==> config.mk <==
export PLATFORM = sky130hd
export DESIGN_NAME = cp0_reg
export DESIGN_NICKNAME = d
export VERILOG_FILES = /design/src/rtl/cp0_reg_pkg.sv /design/src/rtl/cp0_reg.sv
export SDC_FILE = /design/constraint.sdc
export NUM_CORES = 1
export LEC_CHECK = 0
export ABC_AREA = 1
export CAP_MARGIN = 15
export CORE_MARGIN = 2
export CORE_UTILIZATION = 43
export DETAILED_ROUTE_END_ITERATION = 8
export PLACE_DENSITY_LB_ADDON = 0.15
export REMOVE_ABC_BUFFERS = 1
export SLEW_MARGIN = 20
export SYNTH_ARGS = -nofsm -noshare
export SYNTH_HDL_FRONTEND = slang
export SYNTH_SLANG_ARGS = --single-unit
==> constraint.sdc <==
create_clock -name clk -period 1.9 [get_ports clk]
set_input_delay 0.38 -clock clk [delete_from_list [all_inputs] [get_ports clk]]
set_output_delay 0.38 -clock clk [all_outputs]
set_load 0.01 [all_outputs]
==> src/rtl/cp0_reg_pkg.sv <==
// ----------------------------------------------------------------------------
// cp0_reg_pkg
// Shared constants for the coprocessor-0 register file:
//   - CP0 register addresses (CP0_REG_COUNT ... CP0_REG_BADVADDR)
//   - excepttype_i encodings coming from the MEM stage
//   - ExcCode values written into Cause[6:2]
//   - Status / Cause bit positions
//   - decode_exc(): maps an excepttype word to {valid, ExcCode}
// Optional feature macro: CP0_BADVADDR_EN (adds AdEL/AdES decoding).
// ----------------------------------------------------------------------------
package cp0_reg_pkg;

    // Register addresses
    localparam logic [4:0] CP0_REG_BADVADDR = 5'd8;
    localparam logic [4:0] CP0_REG_COUNT    = 5'd9;
    localparam logic [4:0] CP0_REG_COMPARE  = 5'd11;
    localparam logic [4:0] CP0_REG_STATUS   = 5'd12;
    localparam logic [4:0] CP0_REG_CAUSE    = 5'd13;
    localparam logic [4:0] CP0_REG_EPC      = 5'd14;
    localparam logic [4:0] CP0_REG_PRID     = 5'd15;
    localparam logic [4:0] CP0_REG_CONFIG   = 5'd16;

    // excepttype_i encodings
    localparam logic [31:0] EXC_TYPE_INT      = 32'h0000_0001;
    localparam logic [31:0] EXC_TYPE_ADEL     = 32'h0000_0004;
    localparam logic [31:0] EXC_TYPE_ADES     = 32'h0000_0005;
    localparam logic [31:0] EXC_TYPE_SYSCALL  = 32'h0000_0008;
    localparam logic [31:0] EXC_TYPE_RI       = 32'h0000_000a;
    localparam logic [31:0] EXC_TYPE_OV       = 32'h0000_000c;
    localparam logic [31:0] EXC_TYPE_TRAP     = 32'h0000_000d;
    localparam logic [31:0] EXC_TYPE_ERET     = 32'h0000_000e;

    // ExcCode values
    localparam logic [4:0] EXCCODE_INT     = 5'h00;
    localparam logic [4:0] EXCCODE_ADEL    = 5'h04;
    localparam logic [4:0] EXCCODE_ADES    = 5'h05;
    localparam logic [4:0] EXCCODE_SYSCALL = 5'h08;
    localparam logic [4:0] EXCCODE_RI      = 5'h0a;
    localparam logic [4:0] EXCCODE_OV      = 5'h0c;
    localparam logic [4:0] EXCCODE_TRAP    = 5'h0d;

    // Status bit positions
    localparam int STATUS_EXL = 1;
    localparam int STATUS_CU0 = 28;

    // Cause bit positions
    localparam int CAUSE_BD        = 31;
    localparam int CAUSE_IV        = 23;
    localparam int CAUSE_WP        = 22;
    localparam int CAUSE_IP_HW_HI  = 15;
    localparam int CAUSE_IP_HW_LO  = 10;
    localparam int CAUSE_IP_SW_HI  = 9;
    localparam int CAUSE_IP_SW_LO  = 8;
    localparam int CAUSE_EXC_HI    = 6;
    localparam int CAUSE_EXC_LO    = 2;

    localparam logic [31:0] STATUS_RESET = 32'h1000_0000;

    typedef struct packed {
        logic       valid;
        logic [4:0] code;
    } exc_dec_t;

    // Exceptions that record state (EXL/ExcCode/EPC/BD). eret is not one
    // of them and is handled separately by the caller.
    function automatic exc_dec_t decode_exc(input logic [31:0] etype);
        exc_dec_t d;
        d.valid = 1'b1;
        d.code  = 5'h00;
        case (etype)
            EXC_TYPE_INT:     d.code = EXCCODE_INT;
            EXC_TYPE_SYSCALL: d.code = EXCCODE_SYSCALL;
            EXC_TYPE_RI:      d.code = EXCCODE_RI;
            EXC_TYPE_OV:      d.code = EXCCODE_OV;
            EXC_TYPE_TRAP:    d.code = EXCCODE_TRAP;
`ifdef CP0_BADVADDR_EN
            EXC_TYPE_ADEL:    d.code = EXCCODE_ADEL;
            EXC_TYPE_ADES:    d.code = EXCCODE_ADES;
`endif
            default:          d.valid = 1'b0;
        endcase
        return d;
    endfunction

endpackage

==> src/rtl/cp0_reg.sv <==
// ----------------------------------------------------------------------------
// cp0_reg
// Coprocessor-0 register file sitting after the MEM/WB register.
// Holds Count/Compare/Status/Cause/EPC (+ constant Config/PRId), raises the
// timer interrupt and records exception state.
//
// Ports:
//   clk, rst                  clock, synchronous active-high reset
//   we_i/waddr_i/data_i       mtc0 write-back triple from WB
//   raddr_i -> data_o         combinational mfc0 read (unimplemented -> 0)
//   int_i[5:0]                hardware interrupt lines, copied to Cause[15:10]
//   excepttype_i              exception summary from MEM
//   current_inst_addr_i       PC of the excepting instruction
//   is_in_delayslot_i         excepting instruction sits in a delay slot
//   badvaddr_i                (CP0_BADVADDR_EN only) faulting address
//   count_o..prid_o           live register contents
//   timer_int_o               timer interrupt request
//
// Optional feature macro: CP0_BADVADDR_EN adds BadVAddr (address 8) and
// AdEL/AdES exception handling.
// ----------------------------------------------------------------------------
module cp0_reg
    import cp0_reg_pkg::*;
#(
    parameter logic [31:0] PRID_VALUE   = 32'h0048_0102,
    parameter logic [31:0] CONFIG_VALUE = 32'h0000_8000
) (
    input  logic        clk,
    input  logic        rst,
    input  logic        we_i,
    input  logic [4:0]  waddr_i,
    input  logic [31:0] data_i,
    input  logic [4:0]  raddr_i,
    input  logic [5:0]  int_i,
    input  logic [31:0] excepttype_i,
    input  logic [31:0] current_inst_addr_i,
    input  logic        is_in_delayslot_i,
`ifdef CP0_BADVADDR_EN
    input  logic [31:0] badvaddr_i,
`endif
    output logic [31:0] data_o,
    output logic [31:0] count_o,
    output logic [31:0] compare_o,
    output logic [31:0] status_o,
    output logic [31:0] cause_o,
    output logic [31:0] epc_o,
    output logic [31:0] config_o,
    output logic [31:0] prid_o,
    output logic        timer_int_o
);

    logic [31:0] r_count,   w_count_next;
    logic [31:0] r_compare, w_compare_next;
    logic [31:0] r_status,  w_status_next;
    logic [31:0] r_cause,   w_cause_next;
    logic [31:0] r_epc,     w_epc_next;
    logic        r_timer,   w_timer_next;
    exc_dec_t    w_exc;
`ifdef CP0_BADVADDR_EN
    logic [31:0] r_badvaddr, w_badvaddr_next;
`endif

    assign w_exc = decode_exc(excepttype_i);

    // Next-state: increment/timer first, then mtc0 write, then exception
    // update, so later stages override earlier ones on overlapping fields.
    always_comb begin
        w_count_next   = r_count + 32'd1;
        w_compare_next = r_compare;
        w_status_next  = r_status;
        w_cause_next   = r_cause;
        w_epc_next     = r_epc;
        w_timer_next   = r_timer;
`ifdef CP0_BADVADDR_EN
        w_badvaddr_next = r_badvaddr;
`endif

        // Hardware interrupt pending bits track the pins every cycle.
        w_cause_next[CAUSE_IP_HW_HI:CAUSE_IP_HW_LO] = int_i;

        // Timer match is sticky; a zero Compare disables it.
        if ((r_compare != 32'd0) && (r_count == r_compare)) begin
            w_timer_next = 1'b1;
        end

        if (we_i) begin
            case (waddr_i)
                CP0_REG_COUNT:   w_count_next = data_i;
                CP0_REG_COMPARE: begin
                    w_compare_next = data_i;
                    w_timer_next   = 1'b0;   // acknowledges the timer, beats a same-cycle match
                end
                CP0_REG_STATUS:  w_status_next = data_i;
                CP0_REG_EPC:     w_epc_next    = data_i;
                CP0_REG_CAUSE: begin
                    w_cause_next[CAUSE_IP_SW_HI:CAUSE_IP_SW_LO] =
                        data_i[CAUSE_IP_SW_HI:CAUSE_IP_SW_LO];
                    w_cause_next[CAUSE_IV] = data_i[CAUSE_IV];
                    w_cause_next[CAUSE_WP] = data_i[CAUSE_WP];
                end
                default: ;
            endcase
        end

        if (w_exc.valid) begin
            // A nested exception (EXL already set) keeps the original EPC/BD.
            if (!r_status[STATUS_EXL]) begin
                w_epc_next = is_in_delayslot_i ? (current_inst_addr_i - 32'd4)
                                               : current_inst_addr_i;
                w_cause_next[CAUSE_BD] = is_in_delayslot_i;
            end
            w_status_next[STATUS_EXL]                 = 1'b1;
            w_cause_next[CAUSE_EXC_HI:CAUSE_EXC_LO]   = w_exc.code;
`ifdef CP0_BADVADDR_EN
            if ((excepttype_i == EXC_TYPE_ADEL) || (excepttype_i == EXC_TYPE_ADES)) begin
                w_badvaddr_next = badvaddr_i;
            end
`endif
        end else if (excepttype_i == EXC_TYPE_ERET) begin
            w_status_next[STATUS_EXL] = 1'b0;
        end
    end

    always_ff @(posedge clk) begin
        if (rst) begin
            r_count   <= 32'd0;
            r_compare <= 32'd0;
            r_status  <= STATUS_RESET;
            r_cause   <= 32'd0;
            r_epc     <= 32'd0;
            r_timer   <= 1'b0;
`ifdef CP0_BADVADDR_EN
            r_badvaddr <= 32'd0;
`endif
        end else begin
            r_count   <= w_count_next;
            r_compare <= w_compare_next;
            r_status  <= w_status_next;
            r_cause   <= w_cause_next;
            r_epc     <= w_epc_next;
            r_timer   <= w_timer_next;
`ifdef CP0_BADVADDR_EN
            r_badvaddr <= w_badvaddr_next;
`endif
        end
    end

    // mfc0 read path: no bypass, a write shows up the cycle after.
    always_comb begin
        data_o = 32'd0;
        case (raddr_i)
            CP0_REG_COUNT:    data_o = r_count;
            CP0_REG_COMPARE:  data_o = r_compare;
            CP0_REG_STATUS:   data_o = r_status;
            CP0_REG_CAUSE:    data_o = r_cause;
            CP0_REG_EPC:      data_o = r_epc;
            CP0_REG_PRID:     data_o = PRID_VALUE;
            CP0_REG_CONFIG:   data_o = CONFIG_VALUE;
`ifdef CP0_BADVADDR_EN
            CP0_REG_BADVADDR: data_o = r_badvaddr;
`endif
            default:          data_o = 32'd0;
        endcase
    end

    assign count_o     = r_count;
    assign compare_o   = r_compare;
    assign status_o    = r_status;
    assign cause_o     = r_cause;
    assign epc_o       = r_epc;
    assign config_o    = CONFIG_VALUE;
    assign prid_o      = PRID_VALUE;
    assign timer_int_o = r_timer;

endmodule
Word level (Yosys, flattened, before mapping)
Index checks and enable logic that the tools add are counted.
{ "totals": {"register_bits": 145, "latch_bits": 0, "ramBits": 0, "mem_bits_ro": 0, "out_inout_bits": 257, "word_cells": 59, "n_memories": 0} }
{ "op_classes": {"add_sub_neg": 2, "multipliers": 0, "div": 0, "order_cmp": 0, "n_eq_ne": 19, "shift": 0, "muxes": 17, "n_bitwise": 1, "reduce_logical": 10} }
{ "ops": {"columns": ["operator", "n"], "rows": [
  ["$mux W32", 7],
  ["$pmux W32 S7", 1],
  ["$eq A32 B4 Y1 const B", 5],
  ["$eq A5 B4 Y1 const B", 11],
  ["$add A32 B1 Y32 const B", 1],
  ["$eq A32 B1 Y1 const B", 1],
  ["$eq A32 B32 Y1", 1],
  ["$reduce_bool A32 Y1", 1],
  ["$sub A32 B3 Y32 const B", 1],
  ["$pmux W4 S4", 1],
  ["$reduce_and A2 Y1", 5],
  ["$mux W1", 6],
  ["$reduce_bool A3 Y1", 2],
  ["$eq A5 B5 Y1 const B", 1],
  ["$reduce_or A5 Y1", 1],
  ["$mux W2", 2],
  ["$logic_and A1 B1 Y1", 1],
  ["$not A1 Y1", 1]
]} }

Logic depth before layout (Yosys ltp)
Gate-level depths: netlist of the first run.
{ "depth": {"ltp_word": 5, "ltp_mapped": 14, "mapped_depth_nobuf": 14} }

Worst setup path after synthesis of the first run
Ideal clock, no wire load.
{ "synth_timing": {"path_kind": "input-to-output", "from": "input raddr_i[4]", "to": "output data_o[20]", "t_arrival_ns": 1.429, "setup_slack_ns": 0.091, "stages": 7, "n_path_buf": 2, "cell_sequence": "inv_1 > nand3_1 > nor3_1 > buf_2 > buf_1 > a21oi_1 > o21ai_0"} }
{ "synth_between": {"elab_chain_len": 2, "elab_cells_between_ends": 8, "classes_between": "eq/ne: 7; mux: 1"} }
{ "synth_lines": {"columns": ["item", "line_no", "text"], "rows": [
  ["start: declaration", "cp0_reg.sv:33", "input logic [4:0] raddr_i,"],
  ["$eq A5 B5 Y1 or $eq A5 B4 Y1 (tied branches)", "cp0_reg.sv:151", "case (raddr_i)"],
  ["$pmux W32 S7 (*)", "cp0_reg.sv:151", null],
  ["end: declaration", "cp0_reg.sv:41", "output logic [31:0] data_o,"]
]} }
Every way passes the cells marked *; elsewhere a longest branch is shown, timed or not.

Final worst setup path of the first run
{ "layout_timing": {"from": "input raddr_i[4]", "to": "output data_o[16]"} }
Same word-level chain as after synthesis.

==> metrics.cfg, run 1 <==
[outcome]
status=finished, violations left
failed_checks=setup timing

[global_routing]
gr-usage-all-layers_pct=31.59
grt_max_degree=66
grt_pass1_vias=10770
grt_pass1_wl_um=58450
overflow=0
antenna_found_initial=0

[routing]
wl_um=38900
avgRoutedWirePerCell_um=17.49
vias=11390
drtAntennaViolNets=0
routed_via_density=5.119
detail_route.iter0.violations=852
dr.pass1.iters=6
drc_errors=0

[power]
seqPwrFrac_pct=40.6
power_switching_mw=2.091
p_leak_nw=7.091
ir_drop_mv=0.5207
powerDensity_nw_per_um2=505.5
p_int_mw=5.595
finalPower_mw=7.686
switching_share_pct=27.21
p_clk_share_pct=44.0
combPwrFrac_pct=15.4

[clock_network]
path_clk_slew_ps=60
h-tree-depth=4
tritoncts=yes
cts.path.max_buffers=2
cts_sinks=144
cts_hold_buffers=0
cts_made_buffers=17
cts_root_buffer=clkbuf_16
clk-insertion-delay-late_ps=430

[timing]
slew_headroom_pct=62.08
period_share_pct=105.8
setup_slack_ps=-110.6
slew_viol_final=0
max_freq_ghz=0.4974
setup_viol=18
fin_tns_setup_ps=-564.6
fin_skew_ps=10.22
min_period_ps=2011
tightest_slew_ps=567.9
hold_viol=0
hold_ws_ps=428.6
grt_setup_unrepaired=yes

[placed_design]
port_buffers=291
gp_congestion=0.9261
place_area_um2=13750
dpl.hpwl_um=29280
dp_cells=2157

[synthesis]
synth_top_area_share_pct=30.10
synth-edff-count=0
syn_avg_cell_area_um2=6.519
yosysUniqueCellTypes=50
synth_top_flop_cell=dfxtp_1
yosys.area.top_type=dfxtp_1
ys_ff_latch=144
syn_inst=1469
synth_seq_area_share_pct=30.10
async_flop_share_pct=0
synthesis.area_um2=9577
yosysWarnings=0
synth.area.top_cells=dfxtp_1 (30%), nand2_1 (11%), nor2_1 (8.5%), buf_4 (6.5%), inv_1 (6.2%)

[setup_path]
worst-r2r-setup-slack_ps=170
cp-end-kind=output pin
critPathRequiredTime_ps=1520
critPathArrivalTime_ps=1630
worstSetupStartpointType=input port
worst_path_most_repeated_cell=buf_6
slowest_delay_ps=200
crit_family=buffers and inverters
r2r_cells=12
cp_cell_sequence=buf_8 -> inv_6 -> nand3_4 -> buf_6 -> nor3_4 -> buf_6 -> buf_8 -> buf_6 -> a22oi_2 -> o211ai_1 -> buf_2
reg2reg_to=count_o[26]
cpMaxStageDelayCell=buf_2
crit_fanout=4
crit_buf_inv=7
crit_type=input port to output pin
r2r-start=count_o[1]

[floorplanning]
start_util_pct=43.88
core_um2=21820
die_w_um=153.2
ioPinCount=373
dieArea_um2=23480
die_h_um=153.2
num_rows=54

[finish]
multiInputGateArea_um2=5931
layoutNonFillerInstCount=2224
area.growth.synth_to_final_pct=58.77
drive_gt1_share_pct=23.61
nFillCells=1875
final_area_um2=15200
ff_latch_area_um2=2929
num-nets-final=2049
antennaDiodeCount=0

[hold_path]
min_path_cells=5
hold_class=input port to register
holdPathEnd=epc_o[3]
worstHoldStart=current_inst_addr_i[3]

[flow_run]
max_cap_viol_count=0

## cell families (layout without fill, tap and decap cells)
logic type	count (synthesis)	count (layout)	share of synthesized area (%)
muxes	14	14	1.620
DFF	144	144	30.10
buffers and inverters	311	707	15.94
xor gates and xnor gates	55	55	5.030
other	2	81	0.07842
and+or+nand+nor	685	685	31.53
adders and majority gates	2	2	0.2613
AOI/OAI and AO/OA	256	256	15.44
## synth_stat cells (2+ instances only)
master and n:
nand4_1 14, inv_2 8, nor3_2 3, nor4_1 9, clkinv_1 3, nand2_1 283, o21ai_1 8, nand2_2 7
mux2i_1 2, ha_1 2, o211ai_1 12, buf_2 18, or2_2 4, nand3b_1 6, nor2_4 10, o2111ai_1 14
clkbuf_1 33, a31oi_1 3, o21ai_0 113, mux2_2 12, a22oi_1 23, a221oi_1 8, inv_1 159, o21bai_1 7
buf_1 3, buf_4 83, xnor2_1 29, conb_1 2, xor2_1 26, a21oi_1 66, nand2_4 2, nor2_1 216
dfxtp_1 144, nor2_2 12, nor3_1 19, nand3_2 4, nand3_1 89
## power groups by stage
stage               clock, mW  sequential [mW]  combinational, mW
floorplan                   0             3.20              0.400
global placement            0             3.18               1.09
detailed placement          0             3.18               1.10
CTS                      3.39             3.12               1.13
global route             3.55             3.12               1.28
finish                   3.38             3.12               1.18
## registers in the layout (all words and copies together), names as in the netlist
register and count:
cause_o 15, timer_int_o 1, epc_o 32, count_o 32
status_o 32, compare_o 32
## tightest hold or removal path, stage by stage
cell and delay, ps:
dlymetal6s2s_1 130, nand2_1 60, o21ai_0 90, nor2_1 60, nor2_1 100
## repair_timing
item	in CTS	in global routing
buffers inserted	18	16
endpoints found under the setup margin	44	95
gates resized for setup	263	111
cloned	2	0
pin swaps	25	26
## stage by stage
stage | utilization, % | setup WS, ps
6_report | 69.67 | -110.6
4_1_cts | 67.35 | -214.1
5_1_grt | 69.67 | -178.2
3_5_place_dp | 62.99 | -939.4
2_1_floorplan | - | -1068
3_3_place_gp | 62.99 | -918.8
## worst max path at each step
stage,startpoint,to,slack [ps],depth (start not counted)
after floorplan,raddr_i[4],data_o[24],-1070,5
after global placement,raddr_i[2],data_o[22],-920,8
after detailed placement,raddr_i[4],data_o[19],-940,11
after CTS,raddr_i[4],data_o[16],-210,11
after global routing,raddr_i[4],data_o[16],-180,11
final,raddr_i[4],data_o[16],-110,11
## cell type report
class                      count  share of cell area [%]
tap                          280                   2.304
clock inverter                13                   1.004
sequential                   144                   19.26
multi-input combinational   1093                   39.01
clock buffer                  19                   2.847
timing repair buffer         504                   31.17
inverter                     171                   4.403
## per-layer routing
| layer | GRT usage, % | vias up | routed length (µm) |
|---|---|---|---|
| li1 | - | 5540 | - |
| met4 | 9.832 | 0 | 844 |
| met3 | 7.854 | 67 | 3700 |
| met2 | 53.36 | 523 | 18860 |
| met5 | 0 | - | 0 |
| met1 | 39.64 | 5255 | 15490 |
## cell usage in the layout (no fill, tap or decap), drive strengths merged, types with 66 or more instances in the layout
cell             n
nand2          292
buf            250
clkdlybuf4s50  240
nor2           238
inv            172
dfxtp          144
o21ai          121
nand3           94
conb            81
a21oi           66
Note: power is estimated with default switching activity, not from simulation.
==> inputs of run 2 (changes only) <==
CORE_UTILIZATION = 34   (was 43)
==> metrics.cfg, run 2 (synthesized netlist as in run 1, its figures left out) <==
[power]
p_leak_nw=7.342
powerDensity_nw_per_um2=492.0
ir_drop_mv=0.6079

[routing]
routed_via_density=4.814
avgRoutedWirePerCell_um=17.59
wl_um=41130
dr.pass1.iters=8
drc_errors=0
vias=11260
drtAntennaViolNets=0
detail_route.iter0.violations=856

[global_routing]
grt_pass1_wl_um=60320
use_met2_pct=45.92
grt_use_met3_pct=5.407
overflow=0
grtUsageMet1_pct=35.14
gr-usage-all-layers_pct=27.24
antenna_found_initial=2
grt_max_degree=41
grt_pass1_vias=10480
busiest_layer=met2

[setup_path]
cp-end-kind=output pin
r2r-start=count_o[19]
worstSetupStartpointType=input port
crit_fanout=5
crit_type=input port to output pin
critPathRequiredTime_ps=1520
endpoint=data_o[28]
worst-r2r-setup-slack_ps=150
critPathArrivalTime_ps=1760
startpoint=raddr_i[4]
r2r_cells=9
reg2reg_to=count_o[30]

[hold_path]
worstHoldStart=current_inst_addr_i[3]
hold_class=input port to register

[timing]
period_share_pct=112.9
setup_viol=32
fin_skew_ps=8.223
min_period_ps=2144
slew_viol_final=0
max_freq_ghz=0.4664
grt_setup_unrepaired=yes
hold_viol=0
setup_slack_ps=-244.2

[placed_design]
place_ws_ps=-1140
port_buffers=291
gp_congestion=0.9004
dpl.hpwl_um=31220

[finish]
num-nets-final=2064
mostFrequentLayoutCells=nand2_1 (265), clkdlybuf4s50_1 (230), nor2_1 (206)
area.growth.synth_to_final_pct=62.10
final_common_cell=nand2_1
drive_gt1_share_pct=24.40
final_core_util_pct=55.88

[clock_network]
cts_made_buffers=17
cts.path.max_buffers=2
clk-insertion-delay-late_ps=430
cts_root_buffer=clkbuf_16
tritoncts=yes
cts_sinks=144
h-tree-depth=4
path_clk_slew_ps=60

[outcome]
status=finished, violations left
failed_checks=setup timing

[floorplanning]
ioPinCount=373
die_w_um=171.8
num_rows=61
dieArea_um2=29530
start_util_pct=34.47
die_h_um=171.8
core_um2=27780

[flow_run]
max_cap_viol_count=0

run 2: changes by cell type in the layout (fill, tap and decap cells not counted), sizes merged:
| cell | delta |
|---|---|
| buf | +14 |
| clkdlybuf4s50 | -10 |
| dlygate4sd2 | +5 |
| dlymetal6s2s | +5 |
| clkinvlp | +2 |
| bufinv | -1 |
| clkbuf | -1 |
| clkinv | +1 |
| diode | +1 |
| inv | -1 |
| nand3 | +1 |
run 2: how the worst min path moves through the flow:
| stage | end | slack, ps | depth (start not counted) |
|---|---|---|---|
| floorplan | cause_o[2] | 450 | 1 |
| global placement | status_o[20] | 450 | 2 |
| detailed placement | status_o[17] | 460 | 2 |
| CTS | cause_o[11] | 460 | 3 |
| global route | epc_o[3] | 460 | 5 |
| finish | epc_o[3] | 440 | 5 |
run 2: per-stage QoR:
| step | setup TNS, ps | cells | hold WS (ps) | area, µm² | total power, mW |
|---|---|---|---|---|---|
| finish | -4641 | 2338 | 440.5 | 15520 | 7.638 |
| global route | -7087 | 2338 | 461.7 | 15520 | 7.929 |
| CTS | -6091 | 2315 | 459.6 | 15050 | 7.647 |
| detailed placement | -52540 | 2264 | 458.2 | 13990 | 4.303 |
| global placement | -51630 | 2264 | 453.6 | 13990 | 4.298 |
| floorplan | -87910 | 1408 | 449.1 | 8994 | 3.601 |
run 2: final cells by class:
type | count | area, µm²
fill | 2744 | 12260
multi-input combinational | 1094 | 6017
timing repair buffer | 518 | 4872
sequential | 144 | 2925
inverter | 171 | 661.9
tap | 378 | 473.0
clock buffer | 18 | 439.2
clock inverter | 14 | 132.6
antenna | 1 | 2.502
run 2: what timing repair did:
| action | 4_1_cts | 5_1_grt |
|---|---|---|
| resized for setup | 265 | 110 |
| gates cloned | 5 | 1 |
| endpoints found under the setup margin | 47 | 95 |
| pin swaps | 17 | 35 |
| hold buffers | 0 | 0 |
| setup buffers | 15 | 25 |
run 2: where the power goes:
| part | internal [mW] | total, mW | switching, mW |
|---|---|---|---|
| Clock | 1.86 | 3.32 | 1.46 |
| Combinational | 0.584 | 1.20 | 0.617 |
| Sequential | 3.07 | 3.12 | 0.0509 |
run 2: worst max-delay path: stages:
cell        delay [ps]
buf_6              100
inv_4               50
nand2_2             40
nor2_2              90
inv_2               60
buf_6              110
nor2_4             130
clkinvlp_4         160
buf_12             160
buf_6              110
nor2_4              90
a221oi_4            40
o21ai_1             80
buf_2              140
run 2: routing by layer:
metal  up-vias  part of all wire (%)
met5         -                     0
met4         0                   2.3
met3        55                   7.6
met2       463                    48
met1      5168                    43
li1       5569                     -
